===== config.mk =====
export PLATFORM = sky130hd
export DESIGN_NAME = pipe_ctrl
export DESIGN_NICKNAME = d
export VERILOG_FILES = /design/src/rtl/pipe_ctrl.sv
export SDC_FILE = /design/constraint.sdc
export NUM_CORES = 1
export LEC_CHECK = 0
export CORE_MARGIN = 1
export CORE_UTILIZATION = 45
export CTS_CLUSTER_DIAMETER = 30
export DETAILED_ROUTE_END_ITERATION = 10
export HOLD_SLACK_MARGIN = 0.15
export PLACE_DENSITY = 0.81
export SLEW_MARGIN = 20
export SYNTH_ARGS = -nofsm -noshare
export SYNTH_HDL_FRONTEND = slang
export SYNTH_SLANG_ARGS = --single-unit

===== constraint.sdc =====
create_clock -name clk -period 6.1 [get_ports clk]
set_input_delay 0.915 -clock clk [delete_from_list [all_inputs] [get_ports clk]]
set_output_delay 0.915 -clock clk [all_outputs]
set_load 0.1 [all_outputs]

===== src/rtl/pipe_ctrl.sv =====
// Pipeline control: merges stage stall requests, sequences multi-cycle EX ops, issues flushes, counts stall cycles.
// Latency: stall_o/flush_o/new_pc_o are combinational; mc_done_o is registered and fires L cycles after an accepted start.
// Backpressure: stall_o holds the stages upstream of the requester; mc_start_i is ignored while BUSY or during a flush.
//
// Ports:
//   clk, rst          : core clock, synchronous active-high reset
//   stallreq_*_i      : stall requests from IF, ID (load-use) and EX
//   mc_start_i/len_i  : start a multi-cycle EX op occupying mc_len_i cycles (0 treated as 1)
//   flush_req_i       : exception flush from MEM
//   stat_clr_i        : clear the stall-cycle statistics counter
//   stall_o[5:0]      : {wb, mem, ex, id, if, pc} hold bits
//   flush_o, new_pc_o : flush strobe and redirect PC
//   mc_busy_o         : multi-cycle op in progress
//   mc_done_o         : one-cycle pulse, multi-cycle result valid in EX
//   stall_cycles_o    : saturating count of cycles with the PC held
module pipe_ctrl #(
  parameter int          LEN_W      = 6,
  parameter int          STAT_W     = 32,
  parameter logic [31:0] EXC_VECTOR = 32'h00000020
) (
  input  logic              clk,
  input  logic              rst,
  input  logic              stallreq_if_i,
  input  logic              stallreq_id_i,
  input  logic              stallreq_ex_i,
  input  logic              mc_start_i,
  input  logic [LEN_W-1:0]  mc_len_i,
  input  logic              flush_req_i,
  input  logic              stat_clr_i,
  output logic [5:0]        stall_o,
  output logic              flush_o,
  output logic [31:0]       new_pc_o,
  output logic              mc_busy_o,
  output logic              mc_done_o,
  output logic [STAT_W-1:0] stall_cycles_o
);

  typedef enum logic [1:0] {IDLE = 2'd0, BUSY = 2'd1, DONE = 2'd2} state_t;

  localparam logic [LEN_W-1:0] LEN_ONE = {{(LEN_W-1){1'b0}}, 1'b1};
  localparam logic [LEN_W-1:0] LEN_TWO = LEN_ONE + LEN_ONE;

  state_t           state, state_nxt;
  logic [LEN_W-1:0] cnt, cnt_nxt;
  logic [LEN_W-1:0] len_eff;
  logic             start_acc;
  logic             mc_stall;

  // A zero length still occupies EX for one cycle.
  assign len_eff   = (mc_len_i == '0) ? LEN_ONE : mc_len_i;
  // Flush kills a same-cycle start; BUSY ignores new starts.
  assign start_acc = mc_start_i && !flush_req_i && (state != BUSY);
  assign mc_stall  = start_acc || (state == BUSY);

  // State register
  always_ff @(posedge clk) begin
    if (rst) begin
      state     <= IDLE;
      cnt       <= '0;
      mc_done_o <= 1'b0;
    end else begin
      state     <= state_nxt;
      cnt       <= cnt_nxt;
      // DONE lasts exactly one cycle, so the pulse is simply "entering DONE".
      mc_done_o <= (state_nxt == DONE);
    end
  end

  // Next-state logic
  always_comb begin
    state_nxt = state;
    cnt_nxt   = cnt;
    if (flush_req_i) begin
      state_nxt = IDLE;
      cnt_nxt   = '0;
    end else if (start_acc) begin
      // The start cycle itself is the first stall cycle, BUSY covers the
      // remaining L-1, hence the L-2 preload.
      if (len_eff > LEN_ONE) begin
        state_nxt = BUSY;
        cnt_nxt   = len_eff - LEN_TWO;
      end else begin
        state_nxt = DONE;
      end
    end else begin
      case (state)
        BUSY: begin
          if (cnt == '0) state_nxt = DONE;
          else           cnt_nxt   = cnt - LEN_ONE;
        end
        DONE:    state_nxt = IDLE;
        default: state_nxt = IDLE;
      endcase
    end
  end

  // Output logic
  always_comb begin
    stall_o   = 6'b000000;
    flush_o   = 1'b0;
    new_pc_o  = 32'h0;
    mc_busy_o = (state == BUSY);
    if (!rst) begin
      flush_o  = flush_req_i;
      new_pc_o = flush_req_i ? EXC_VECTOR : 32'h0;
      if (flush_req_i)                      stall_o = 6'b000000;
      else if (mc_stall || stallreq_ex_i)   stall_o = 6'b001111;
      else if (stallreq_id_i)               stall_o = 6'b000111;
      else if (stallreq_if_i)               stall_o = 6'b000011;
      else                                  stall_o = 6'b000000;
    end
  end

  // Saturating stall-cycle counter
  always_ff @(posedge clk) begin
    if (rst || stat_clr_i) begin
      stall_cycles_o <= '0;
    end else if (stall_o[0] && (stall_cycles_o != {STAT_W{1'b1}})) begin
      stall_cycles_o <= stall_cycles_o + 1'b1;
    end
  end

endmodule


* Yosys cells after proc, flatten, opt, wreduce, memory -nomap -nowiden
Index checks and enable logic that the tools add are counted.
** Storage, ports and cells
- Flip-flop bits (word level) :: 41
- Input bits :: 14
- Output and inout bits :: 73
- Word-level logic and storage cells :: 44
** Cells by class
- Add/sub/neg operators :: 3
- Magnitude comparators :: 1
- Equal/unequal tests :: 6
- Muxes and demuxes :: 18
- Reduce and logical (&&, ||, !) cells :: 12
** Operators by type and width (number)
- $mux W6 :: 7
- $add A32 B1 Y32 const B :: 1
- $ne A32 B32 Y1 const B :: 1
- $logic_not A6 Y1 :: 2
- $mux W2 :: 6
- $mux W4 :: 3
- $gt A6 B1 Y1 const B :: 1
- $sub A6 B1 Y6 const B :: 1
- $sub A6 B2 Y6 const B :: 1
- $ne A2 B1 Y1 const B :: 2
- $logic_and A1 B1 Y1 :: 3
- $logic_or A1 B1 Y1 :: 3
- $mux W3 :: 1
- $reduce_and A3 Y1 :: 1
- $eq A2 B1 Y1 const B :: 1
- $eq A2 B2 Y1 const B :: 1
- $ne A2 B2 Y1 const B :: 1
- $reduce_bool A2 Y1 :: 1
- $reduce_or A2 Y1 :: 1
- $logic_not A1 Y1 :: 1
- $mux W1 :: 1

* Logic depth before layout (Yosys ltp)
Gate-level depths: netlist (run 1).
- Depth after elaboration :: 9
- Mapped depth :: 9
- Mapped depth without buffers :: 7

* Least setup slack after synthesis (run 1)
OpenSTA, ideal clock, no wires.
- Kind :: input to output
- Start :: input port rst
- End :: output port stall_o[2]
- Arrival time :: 3.042 ns
- Required time :: 5.185 ns
- Slack :: 2.143 ns
- Stages on the path :: 4
- Path buffers :: 2
- Cell sequence :: clkbuf_1 > or2_2 > clkbuf_1 > a21oi_1
** On the way
- Word-level cells in the longest chain between the ends :: 1
** RTL lines
- from (decl) :: line 22 : input logic rst,
- $mux W4 :: line 103 : if (!rst) begin
- to (decl) :: line 30 : output logic [5:0] stall_o,
Every way passes these cells.

* Final worst setup path (run 1)
- Start :: input port flush_req_i
- End :: output port stall_o[0]
** On the way
- Word-level cells in the longest chain between the ends :: 8
** RTL lines
- from (decl) :: line 28 : input logic flush_req_i,
- $logic_not A1 Y1 :: line 52 : assign start_acc = mc_start_i && !flush_req_i && (state != BUSY);
- $logic_and A1 B1 Y1 (2 in a row) :: line 52
- $logic_or A1 B1 Y1 :: line 53 : assign mc_stall = start_acc || (state == BUSY);
- $logic_or A1 B1 Y1 :: line 107 : else if (mc_stall || stallreq_ex_i) stall_o = 6'b001111;
- $mux W4 :: line 107
- $mux W4 (*) :: line 106 : if (flush_req_i) stall_o = 6'b000000;
- $mux W4 (*) :: line 103
Mark *: on every way between the ends. The rest lies on a longest branch, timed or not.

==> results.txt, run 1 <==
Final Util -> 57.1%
Final #Nets -> 398
DP HPWL -> 4.69 mm
Clock Tree Buf Depth -> 2
Synth Instances -> 338
sw power -> 0.000240 W
# fillers -> 524
row count -> 27
Seq cells post-synth -> 41
CP startpoint kind -> input pin
clock latency on the worst-skew pair -> 0.30 ns
grt total ovfl -> 0
Leak -> 1.13 nW
core area -> 5610 um2
share of layout cells above drive strength 1 -> 4.19%
internal power -> 0.000427 W
hold path depth -> 2
Avg Vias per Cell -> 5.88
vias in the first global route -> 2321
R2R depth -> 6
synth unique cells -> 44
Fin. Hold Viols -> 0
CTS tree -> done
clock skew -> 0.0142 ns
FF-to-FF Start -> stall_cycles_o[0]$_SDFFE_PP0P_
commonest non-fill, non-tap cells in the layout -> clkdlybuf4s50_1, dfxtp_1, conb_1, nand2_1, a21oi_1
DRC viols -> 0
Syn Std Cell Area -> 2670 um2
Synthesis Warnings -> 0
post-CTS sizing -> 0
Die Span X -> 79.1 um
diode count -> 0
first-pass GRT wire length -> 11.1 mm
Hold Startpoint -> cnt[1]$_SDFFE_PP0P_
initial core utilization -> 47.7%
Clock Power Share -> 34.7%
Post-synth EDFFs -> 0
max_cap viols -> 0
DIE HEIGHT -> 79.1 um
IO Port Bufs -> 53
via count -> 2670
Area Overhead vs Synth -> 19.8%
CP max FO -> 36
dominant synthesized flop cell -> dfxtp_1
drt total wl -> 6.52 mm
Max-slew headroom -> 33.9%
CTS H-tree lvls -> 2
logic gate share of total power -> 24.6%
FMAX -> 215 MHz
Async SR Flop Fraction -> 0%
Worst-path clk slew -> 0.07 ns
sw frac -> 36.0%
RSZ-0062 raised after global routing -> no
cts hold-fix bufs -> 0
Pwr Density -> 208 nW/um2
Fin Setup TNS -> 0 ns
Final Slew Violations -> 0
critical path class -> in2out
sink of the worst hold path -> cnt[1]$_SDFFE_PP0P_
GR Util All Layers -> 22.2%
routed len/inst -> 14.4 um
clk sinks -> 41
worst min path class -> reg2reg
reg2reg end -> stall_cycles_o[27]$_SDFFE_PP0P_
I/O pins -> 87
largest net degree at the start of global routing -> 37
antenna-violating nets left -> 0
First-pass DRT Iterations -> 5
sequential share of the synthesized area -> 30.7%
outcome -> finished clean
flop2flop setup slack -> 3.64 ns
routability cong. -> 0.879
Worst Setup End Kind -> output pin
commonest non-fill, non-tap cell in the layout -> clkdlybuf4s50_1
final setup violating endpoints -> 0
iteration-0 DRC count of the detailed router -> 235
Critical Path AT -> 3.73 ns
Clock Root Buffer -> clkbuf_8
syn avg cell area -> 7.91 um2
Tcrit/Tclk final -> 76.2%
antenna violations before repair -> 0
Req. time, crit path -> 5.18 ns
fin crit period -> 4.65 ns
die area -> 6250 um2
peak supply drop -> 0.000108 V
sequential share of power -> 40.7%
CTS buffer count -> 5
slew at the pin closest to its max-slew limit -> 0.989 ns
Setup Fix Bufs, Post-CTS -> 0
[per-stage QoR]
stage / hold WS [ns] / setup WS (ns) / total power, W / cells / instance area, um2
2_1_floorplan: 0.446 / 2.14 / 0.000436 / 370 / 2790
3_3_place_gp: 0.463 / 1.54 / 0.000440 / 446 / 3080
3_5_place_dp: 0.479 / 1.45 / 0.000441 / 446 / 3080
4_1_cts: 0.491 / 1.45 / 0.000671 / 454 / 3200
5_1_grt: 0.534 / 1.26 / 0.000692 / 454 / 3200
6_report: 0.487 / 1.45 / 0.000667 / 454 / 3200
[layer usage]
| metal | up-vias | track usage [%] | part of all wire, % |
|---|---|---|---|
| li1 | 1298 | - | - |
| met1 | 1222 | 32.2 | 46 |
| met2 | 134 | 31.7 | 43 |
| met3 | 16 | 4.60 | 8.0 |
| met4 | 0 | 8.91 | 2.1 |
| met5 | - | 0 | 0 |
[worst max path at each step]
stage,slack [ns],start,cells past startpoint,to
floorplan,2.14,rst,4,stall_o[2]
global placement,1.54,flush_req_i,7,stall_o[1]
detailed placement,1.45,flush_req_i,7,stall_o[0]
CTS,1.45,flush_req_i,7,stall_o[0]
global route,1.26,flush_req_i,7,stall_o[1]
finish,1.45,flush_req_i,7,stall_o[0]
[power by group through the flow]
stage / logic, W / clock network [W] / registers, W
floorplan: 0.000156 / 0 / 0.000280
global placement: 0.000162 / 0 / 0.000278
detailed placement: 0.000163 / 0 / 0.000278
CTS: 0.000163 / 0.000236 / 0.000272
global route: 0.000173 / 0.000248 / 0.000272
finish: 0.000164 / 0.000232 / 0.000272
[final cells by class]
type	count	area, um2	share of cell area [%]
clock buffer	6	82.6	2.58
clock inverter	2	37.5	1.17
inverter	7	26.3	0.821
multi-input combinational	271	1600	49.9
sequential	41	821	25.6
tap	72	90.1	2.81
timing repair buffer	55	546	17.0
[registers in the layout (all words and copies together), names as in the netlist]
| register | flops |
|---|---|
| stall_cycles_o | 32 |
| cnt | 6 |
| state | 2 |
| mc_done_o | 1 |
[cells by family (layout without fill, tap and decap cells)]
group                      count (synthesis)  after routing  synth area share (%)
and+or+nand+nor                          156            156                  33.7
AOI/OAI and AO/OA                         72             72                  17.5
buffers and inverters                     58             70                  14.0
DFF                                       41             41                  30.7
muxes                                      5              5                  1.87
adders and majority gates                  3              3                  1.40
xor gates and xnor gates                   2              2                 0.656
other                                      1             33                 0.140
[cells in the mapped netlist (all sizes together), types with 9 or more instances]
library cell / count / area, um2
buf: 42 / 315
nand4: 13 / 96.3
or3: 11 / 68.8
nand3: 20 / 100
o31ai: 14 / 105
or4: 20 / 150
nand2: 30 / 113
a21oi: 24 / 120
nor2: 23 / 86.3
clkbuf: 9 / 33.8
dfxtp: 41 / 821
[worst max-delay path: stages]
cell	delay (ns)
clkdlybuf4s50_1	0.54
nand2b_1	0.16
nand4b_1	0.26
nand2_1	0.15
buf_4	0.32
clkinv_1	0.32
clkdlybuf4s50_1	1.05
Note: power is estimated with default switching activity, not from simulation.
==> inputs of run 2 (changes only) <==
- clock period: 6.1 -> 4.5 ns (I/O delays scaled with it)
==> results.txt, run 2 (synthesized netlist as in run 1, its figures left out) <==
Setup Fix Bufs, Post-CTS -> 0
Tcrit/Tclk final -> 70.3%
routability cong. -> 0.921
cts hold-fix bufs -> 0
first-pass GRT wire length -> 11.0 mm
FMAX -> 316 MHz
CP Cell Sequence -> clkdlybuf4s50_1, nand2b_1, nand4b_1, nand2_1, clkinv_1, buf_12
row count -> 27
commonest non-fill, non-tap cells in the layout -> clkdlybuf4s50_1, dfxtp_1, conb_1, nand2_1, a21oi_1
share of layout cells above drive strength 1 -> 5.50%
outcome -> finished clean
post-CTS sizing -> 0
DRC viols -> 0
routed len/inst -> 14.8 um
final setup violating endpoints -> 0
antenna violations before repair -> 0
Max-slew headroom -> 24.5%
Clock Tree Buf Depth -> 2
clock latency on the worst-skew pair -> 0.30 ns
flop2flop setup slack -> 2.05 ns
Worst-path clk slew -> 0.07 ns
die area -> 6250 um2
CP startpoint kind -> input pin
CTS tree -> done
Critical Path AT -> 2.49 ns
initial core utilization -> 47.7%
CTS H-tree lvls -> 2
iteration-0 DRC count of the detailed router -> 220
diode count -> 0
FF-to-FF Start -> stall_cycles_o[0]$_SDFFE_PP0P_
worst min path class -> reg2reg
Hold Startpoint -> cnt[1]$_SDFFE_PP0P_
commonest non-fill, non-tap cell in the layout -> clkdlybuf4s50_1
Die Span X -> 79.1 um
RSZ-0062 raised after global routing -> no
Reg with most FFs -> stall_cycles_o
peak supply drop -> 0.000131 V
CTS buffer count -> 5
Fin. Hold Viols -> 0
area of the multi-input gates -> 1600 um2
storage element area -> 821 um2
fin crit period -> 3.16 ns
slew at the pin closest to its max-slew limit -> 1.13 ns
DIE HEIGHT -> 79.1 um
critical path class -> in2out
final worst slack -> 1.34 ns
vias in the first global route -> 2347
DP HPWL -> 4.78 mm
# fillers -> 534
clock skew -> 0.0111 ns
Pwr Density -> 270 nW/um2
First-pass DRT Iterations -> 5
Avg Vias per Cell -> 5.94
antenna-violating nets left -> 0
Final #Nets -> 398
max_cap viols -> 0
drt total wl -> 6.74 mm
max reg flops -> 32
Fin Setup TNS -> 0 ns
Critical path origin -> flush_req_i
Area Overhead vs Synth -> 19.4%
GR Util All Layers -> 22.0%
IO Port Bufs -> 53
worst-path cell with the longest stage delay -> clkdlybuf4s50_1
Final Slew Violations -> 0
CP max FO -> 10
Req. time, crit path -> 3.83 ns
Leak -> 1.15 nW
largest net degree at the start of global routing -> 37
clk sinks -> 41
Clock Root Buffer -> clkbuf_8
CP max stage delay -> 0.53 ns
I/O pins -> 87
Worst Setup End Kind -> output pin
pre-CTS setup slack -> 1.38 ns
Overall Power -> 0.000863 W
largest registers -> stall_cycles_o: 32 flops, cnt: 6 flops, state: 2 flops
core area -> 5610 um2
grt total ovfl -> 0
via count -> 2699
Final Util -> 56.9%
run 2: cell count changes in the layout (fill, tap and decap cells not counted), sizes merged:
cell           change
clkbuf             +1
clkinv             +1
clkinvlp           -1
clkdlybuf4s50      -6
buf                +6
bufinv             -1
run 2: layout make-up:
cell class / count / share of cell area (%)
clock buffer: 7 / 3.02
clock inverter: 1 / 0.157
inverter: 7 / 0.824
multi-input combinational: 271 / 50.0
sequential: 41 / 25.7
tap: 72 / 2.82
timing repair buffer: 55 / 17.4
run 2: report_power, final:
group	switching [W]	internal [W]	total, W	leakage [nW]
Clock	0.000130	0.000139	0.000268	0.0542
Sequential	0.00000274	0.000366	0.000368	0.331
Combinational	0.000192	0.0000342	0.000226	0.761
run 2: per-stage QoR:
stage	hold WS [ns]	cells	area, um2
finish	0.490	454	3190
global route	0.502	454	3190
CTS	0.489	454	3190
detailed placement	0.480	446	3090
global placement	0.460	446	3090
floorplan	0.446	370	2790
run 2: worst paths after layout:
kind | end | depth (start not counted)
max | stall_o[0] | 6
min | cnt[1]$_SDFFE_PP0P_ | 2
max reg2reg | stall_cycles_o[27]$_SDFFE_PP0P_ | 6
min reg2reg | cnt[1]$_SDFFE_PP0P_ | 2
run 2: critical path, delay by kind of cell:
kind          cells  cell delay (ns)
buf+inv           3             1.17
simple gates      3             0.63
run 2: metal layers:
metal | up-vias | global-route usage [%] | share of wire, %
met4 | 0 | 9.82 | 1.7
met3 | 11 | 3.56 | 7.0
met1 | 1270 | 30.5 | 45
li1 | 1300 | - | -
met2 | 118 | 33.2 | 46
met5 | - | 0 | 0
==> inputs of run 3 (changes only) <==
- CORE_UTILIZATION: 45 -> 42
- PLACE_DENSITY: 0.81 -> 0.8
- clock period: 4.5 -> 2.6 ns (I/O delays scaled with it)
==> results.txt, run 3 (synthesized netlist as in run 1, its figures left out) <==
outcome -> finished clean
fin crit period -> 2.37 ns
Worst-path clk slew -> 0.07 ns
clk sinks -> 41
iteration-0 DRC count of the detailed router -> 167
Final #Nets -> 407
grt total ovfl -> 0
Fin. Hold Viols -> 0
CP startpoint kind -> input pin
Critical Path AT -> 1.98 ns
I/O pins -> 87
antenna-violating nets left -> 0
Clock Root Buffer -> clkbuf_8
worst min path class -> reg2reg
cts hold-fix bufs -> 0
first-pass GRT wire length -> 10.8 mm
GRT busiest layer -> met2
slew at the pin closest to its max-slew limit -> 0.595 ns
diode count -> 0
routed len/inst -> 14.3 um
met2 Use GR -> 30.9%
antenna violations before repair -> 0
commonest non-fill, non-tap cell in the layout -> buf_4
IO Port Bufs -> 53
Req. time, crit path -> 2.21 ns
max_cap viols -> 0
clock skew -> 0.00766 ns
Crit path max-delay family -> buffers and inverters
largest net degree at the start of global routing -> 35
core area -> 6030 um2
post-CTS sizing -> 0
CP max FO -> 10
Leak -> 1.28 nW
RSZ-0062 raised after global routing -> no
flop2flop setup slack -> 0.41 ns
max reg flops -> 32
Pwr Density -> 452 nW/um2
CTS tree -> done
Fin Setup TNS -> 0 ns
via count -> 2655
DRC viols -> 0
met1 GRT Util -> 30.2%
share of layout cells above drive strength 1 -> 19.7%
post-route cell area -> 3250 um2
CP max stage delay -> 0.52 ns
final setup violating endpoints -> 0
clock latency on the worst-skew pair -> 0.30 ns
CTS H-tree lvls -> 2
pre-CTS setup slack -> 0.247 ns
DP HPWL -> 4.99 mm
Area Overhead vs Synth -> 21.5%
GR Util All Layers -> 20.7%
Setup Fix Bufs, Post-CTS -> 0
hold_ws -> 0.484 ns
initial core utilization -> 44.4%
largest registers -> stall_cycles_o: 32 flops, cnt: 6 flops, state: 2 flops
worst-path cell with the longest stage delay -> clkdlybuf4s50_1
DIE HEIGHT -> 81.8 um
Reg with most FFs -> stall_cycles_o
fin cells -> 465
Final Slew Violations -> 0
Max-slew headroom -> 60.1%
final worst slack -> 0.229 ns
FMAX -> 422 MHz
drt total wl -> 6.64 mm
Clock Tree Buf Depth -> 2
Tcrit/Tclk final -> 91.2%
Crit path buffers/inverters -> 3
First-pass DRT Iterations -> 4
routability cong. -> 0.840
Avg Vias per Cell -> 5.71
met3 GRT Util -> 3.11%
row count -> 28
dpl cells -> 458
peak supply drop -> 0.000270 V
CP Cell Sequence -> clkdlybuf4s50_1, nand2b_1, nand4b_1, nand2_1, clkinv_2, buf_12
Die Span X -> 81.8 um
die area -> 6690 um2
Worst Setup End Kind -> output pin
CTS buffer count -> 5
vias in the first global route -> 2264
placed inst area -> 3160 um2
critical path class -> in2out
commonest non-fill, non-tap cells in the layout -> buf_4, conb_1, nand2_1, dfxtp_1, a21oi_1
run 3: layer usage:
| metal | vias up | wire length [um] |
|---|---|---|
| li1 | 1317 | - |
| met1 | 1233 | 3150 |
| met2 | 99 | 3020 |
| met3 | 6 | 413 |
| met4 | 0 | 53 |
| met5 | - | 0 |
run 3: worst reg2reg max path: cells and delay by family, from the launching register on:
family | cells | cell delay [ns]
simple gates | 4 | 1.33
fa+ha+maj | 1 | 0.22
flops | 1 | 0.40
mux | 1 | 0.18
run 3: stage by stage:
stage | total power [W] | util, %
floorplan | 0.00102 | -
global placement | 0.00106 | 52.5
detailed placement | 0.00106 | 52.5
CTS | 0.00147 | 53.9
global route | 0.00153 | 53.9
finish | 0.00147 | 53.9
run 3: cell type report:
| class | count | area [um2] |
|---|---|---|
| sequential | 41 | 835 |
| tap | 75 | 93.8 |
| timing repair buffer | 64 | 601 |
| inverter | 7 | 27.5 |
| fill | 564 | 2780 |
| multi-input combinational | 271 | 1610 |
| clock buffer | 7 | 86.3 |
run 3: worst paths after layout:
check | to | startpoint | depth (start not counted)
max | stall_o[1] | flush_req_i | 6
min | cnt[1]$_SDFFE_PP0P_ | cnt[1]$_SDFFE_PP0P_ | 2
max reg2reg | stall_cycles_o[27]$_SDFFE_PP0P_ | stall_cycles_o[0]$_SDFFE_PP0P_ | 6
min reg2reg | cnt[1]$_SDFFE_PP0P_ | cnt[1]$_SDFFE_PP0P_ | 2
run 3: power breakdown:
part	switching (W)	internal, W	total (W)	leakage, nW
Clock	0.000210	0.000211	0.000420	0.0443
Combinational	0.000335	0.0000757	0.000411	0.895
Sequential	0.00000477	0.000633	0.000638	0.336
Total	0.000550	0.000919	0.00147	1.28
